$ cat config.mk
export PLATFORM = sky130hd
export DESIGN_NAME = ext_share_arbiter
export DESIGN_NICKNAME = d
export VERILOG_FILES = /design/src/rtl/ext_share_arbiter.sv
export SDC_FILE = /design/constraint.sdc
export NUM_CORES = 1
export LEC_CHECK = 0
export CORE_UTILIZATION = 37
export CTS_CLUSTER_SIZE = 16
export DETAILED_ROUTE_END_ITERATION = 10
export MAX_ROUTING_LAYER = met4
export PLACE_DENSITY = 0.94
export REMOVE_ABC_BUFFERS = 1
export SLEW_MARGIN = 20
export SYNTH_ARGS = -nofsm -noshare
export SYNTH_HDL_FRONTEND = slang
export SYNTH_SLANG_ARGS = --single-unit
$ cat constraint.sdc
create_clock -name clk -period 5.4 [get_ports clk]
set_input_delay 1.62 -clock clk [delete_from_list [all_inputs] [get_ports clk]]
set_output_delay 1.62 -clock clk [all_outputs]
set_load 0.01 [all_outputs]
$ cat src/rtl/ext_share_arbiter.sv
// Round-robin arbiter sharing one width-extension unit among NUM_INPUTS elastic requesters.
// Define EXT_SHARE_ARBITER_SIGNED_EN to sign-extend instead of zero-extend.
module ext_share_arbiter #(
   parameter int NUM_INPUTS = 2,
   parameter int INPUT_WIDTH = 32,
   parameter int OUTPUT_WIDTH = 64,
   localparam int INDEX_WIDTH = (NUM_INPUTS > 1) ? $clog2(NUM_INPUTS) : 1
) (
   input  logic                              clk,
   input  logic                              rst,
   input  logic [NUM_INPUTS*INPUT_WIDTH-1:0] ins,
   input  logic [NUM_INPUTS-1:0]             ins_valid,
   output logic [NUM_INPUTS-1:0]             ins_ready,
   output logic [OUTPUT_WIDTH-1:0]           outs,
   output logic [INDEX_WIDTH-1:0]            outs_index,
   output logic                              outs_valid,
   input  logic                              outs_ready
);

   logic [INDEX_WIDTH-1:0]  ptr;
   logic [INDEX_WIDTH-1:0]  grant_idx;
   logic [INDEX_WIDTH-1:0]  ptr_next;
   logic                    found;
   logic                    can_accept;
   logic                    accept;
   logic [INPUT_WIDTH-1:0]  operand;
   logic [OUTPUT_WIDTH-1:0] extended;

   // Search ins_valid starting at ptr, wrapping, and take the first hit.
   always_comb begin
      int j;
      j = 0;
      found = 1'b0;
      grant_idx = '0;
      operand = '0;
      for (int k = 0; k < NUM_INPUTS; k++) begin
         j = int'(ptr) + k;
         if (j >= NUM_INPUTS) begin
            j = j - NUM_INPUTS;
         end
         if (!found && ins_valid[j]) begin
            found = 1'b1;
            grant_idx = INDEX_WIDTH'(j);
            operand = ins[j*INPUT_WIDTH +: INPUT_WIDTH];
         end
      end
   end

   // Reset gates acceptance so no requester sees a handshake it would lose.
   assign can_accept = !rst && (!outs_valid || outs_ready);
   assign accept = found && can_accept;

   always_comb begin
      ins_ready = '0;
      if (accept) begin
         ins_ready[grant_idx] = 1'b1;
      end
   end

   always_comb begin
      if (int'(grant_idx) == NUM_INPUTS - 1) begin
         ptr_next = '0;
      end else begin
         ptr_next = grant_idx + INDEX_WIDTH'(1);
      end
   end

   always_comb begin
`ifdef EXT_SHARE_ARBITER_SIGNED_EN
      extended = {OUTPUT_WIDTH{operand[INPUT_WIDTH-1]}};
`else
      extended = '0;
`endif
      extended[INPUT_WIDTH-1:0] = operand;
   end

   // One-slot output register; ptr advances only when a requester is accepted.
   always_ff @(posedge clk) begin
      if (rst) begin
         outs_valid <= 1'b0;
         outs <= '0;
         outs_index <= '0;
         ptr <= '0;
      end else if (accept) begin
         outs_valid <= 1'b1;
         outs <= extended;
         outs_index <= grant_idx;
         ptr <= ptr_next;
      end else if (outs_ready) begin
         outs_valid <= 1'b0;
      end
   end

endmodule

==> results.sh <==
export IMPL_vias=1946
export IMPL_grt_busiest_layer="met2"
export IMPL_cp_data_arrival_time_ns=3.57
export IMPL_drc=0
export IMPL_met2_usage=0.365
export IMPL_grt_pass1_vias=1789
export IMPL_hold_viol=0
export IMPL_fin_tns_setup_ns=0
export IMPL_rsz0062_at_grt="no"
export IMPL_dr_pass1_iters=4
export IMPL_power_density_mw_per_mm2=235
export IMPL_crit_fanout=35
export IMPL_wl_per_cell_um=14.6
export IMPL_clock_fmax_mhz=193
export IMPL_ctsResizeCount=0
export IMPL_grt_pass1_wl_um=8280
export IMPL_finalSetupViolations=0
export IMPL_layout_nets=366
export IMPL_io_pins=137
export IMPL_period_share=0.962
export IMPL_ys_seq_area_frac=0.375
export IMPL_cts_path_max_buffers=2
export IMPL_p_leak_nw=1.01
export IMPL_yosysWarnings=0
export IMPL_end_kind="output port"
export IMPL_syn2layout_area_growth_pct=54.3
export IMPL_max_cap_violations=0
export IMPL_clkTransAtPathRegs_ns=0.06
export IMPL_initial_utilization=0.391
export IMPL_die_area_mm2=0.00534
export IMPL_avgSynthCellArea_um2=9.12
export IMPL_cts_setup_buffers=0
export IMPL_syn_area_mm2=0.00187
export IMPL_synth_area_leader_cell="dfxtp_1"
export IMPL_slew_violations=0
export IMPL_ys_ff_latch=35
export IMPL_rows=25
export IMPL_viasPerCell=5.33
export IMPL_outcome="finished, final reports clean"
export IMPL_critical_path_buf_inv_count=2
export IMPL_relSlewSlack=0.336
export IMPL_seqCellArea_um2=701
export IMPL_grt_remaining_overflow=0
export IMPL_clk_latency_ns=0.28
export IMPL_final_area_mm2=0.00289
export IMPL_drive_gt1_frac=0.0604
export IMPL_layout_min_cycle_time_ns=5.19
export IMPL_synthFlopType="dfxtp_1"
export IMPL_port_buffers=104
export IMPL_synth_cells=205
export IMPL_drtIter0Drc=69
export IMPL_dp_cells=357
export IMPL_cpPeakStageDelay_ns=0.66
export IMPL_layout_commonest_cell="clkdlybuf4s50_1"
export IMPL_fillCellCount=436
export IMPL_grt_max_degree=38
export IMPL_synth_edf_count=0
export IMPL_path_cells="clkdlybuf4s50_1 > nor2b_4 > or3_4 > a21oi_2 > clkdlybuf4s50_1"
export IMPL_cts_tree="yes"
export IMPL_cp_slowest_cell="nor2b_4"
export IMPL_power_w=0.000678
export IMPL_final_cells=365
export IMPL_grtUsageMet1=0.235
export IMPL_fin_skew_ns=0.00745
export IMPL_hp_class="flop to flop"
export IMPL_cts_buffers=5
export IMPL_final_util=0.603
export IMPL_crit_family="buffers and inverters"
export IMPL_synth_cell_types=24
export IMPL_track_usage=0.207
export IMPL_coreArea_mm2=0.00479
export IMPL_drt_wl_total_um=5340
export IMPL_multi_input_area_um2=908
export IMPL_cp_common_cell="clkdlybuf4s50_1"
export IMPL_async_flop_share=0
export IMPL_worstSetupPathType="primary input to output port"
export IMPL_required_ns=3.78
export IMPL_antenna_found_initial=0
export IMPL_cts_root_buffer="clkbuf_8"
export IMPL_diodes=0
export IMPL_cts_hold_buffers=0
export IMPL_dpl_hpwl_um=3620
export IMPL_htree_num_levels=2
export IMPL_die_h_um=73.1
export IMPL_start_kind="primary input"
export IMPL_tightestPinTransition_ns=0.995
export IMPL_chipWidth_um=73.1
export IMPL_synth_top_cell_area_share=0.375
export IMPL_antenna_left=0
export IMPL_synthTopCellsByArea="dfxtp_1, a32oi_1, buf_4"
export IMPL_layout_common_cells="clkdlybuf4s50_1, dfxtp_1"
export IMPL_place_congestion=0.726
export IMPL_peakVddDrop_v=0.000143
export IMPL_grtUsageMet3=0.0456
export IMPL_cts_sinks=35
export IMPL_place_area_mm2=0.00279
[power breakdown]
group	leakage, nW	total (W)	switching, W	internal, W
registers	0.288	0.000287	0.00000993	0.000277
clock network	0.0515	0.000209	0.0000923	0.000116
logic	0.674	0.000182	0.0000837	0.0000979
[sequential cells by signal, summed over array words and instances (netlist names)]
| name | cells |
|---|---|
| outs_valid | 1 |
| ptr | 1 |
| outs_index | 1 |
| outs | 32 |
[final cells by class]
| type | instances | share of cell area |
|---|---|---|
| Clock buffer | 8 | 0.0347 |
| Inverter | 2 | 0.00260 |
| Timing Repair Buffer | 110 | 0.376 |
| Multi-Input combinational cell | 143 | 0.315 |
| Sequential cell | 35 | 0.243 |
| Tap cell | 67 | 0.0290 |
[routing by layer]
layer	wire (um)	part of all wire	up-vias
met3	374	0.070	6
met2	2670	0.50	85
met4	49	0.0092	0
li1	-	-	917
met5	0	0	-
met1	2240	0.42	938
[final timing paths]
kind / from / endpoint / slack, ns / depth (start not counted)
worst max-delay path: outs_ready / ins_ready[0] / 0.21 / 5
worst min register to register: outs[31] / outs[31] / 0.49 / 2
worst max register to register: outs_valid / outs[1] / 3.51 / 4
worst min-delay path: outs[31] / outs[31] / 0.49 / 2
[cell usage after synthesis, types with 2 or more instances]
| library cell | number |
|---|---|
| buf_6 | 4 |
| buf_2 | 8 |
| o211ai_1 | 32 |
| dfxtp_1 | 35 |
| buf_4 | 32 |
| a32oi_1 | 32 |
| a21oi_1 | 3 |
| inv_1 | 2 |
| o21ai_1 | 32 |
| clkbuf_1 | 11 |
[stage by stage]
stage	hold WS, ns	setup slack [ns]
after floorplan	0.477	0.994
after global placement	0.466	0.270
after detailed placement	0.489	0.218
after CTS	0.498	0.211
after global routing	0.515	0.0997
final	0.494	0.207
[worst reg2reg max path, cell delays in order (launching register included)]
cell and delay (ns):
dfxtp_1 0.35, nor2b_4 0.68, or3_4 0.27, buf_4 0.32, o21ai_1 0.15
[logic make-up (layout without fill, tap and decap cells)]
kind of cell | after synthesis | in the layout | share of synthesized area
buffers and inverters | 58 | 120 | 0.202
other | 1 | 32 | 0.00200
flip-flops | 35 | 35 | 0.375
AO/OA/AOI/OAI | 103 | 103 | 0.390
AND/OR/NAND/NOR | 8 | 8 | 0.0314
No activity file was read; power rests on OpenSTA's default activity.
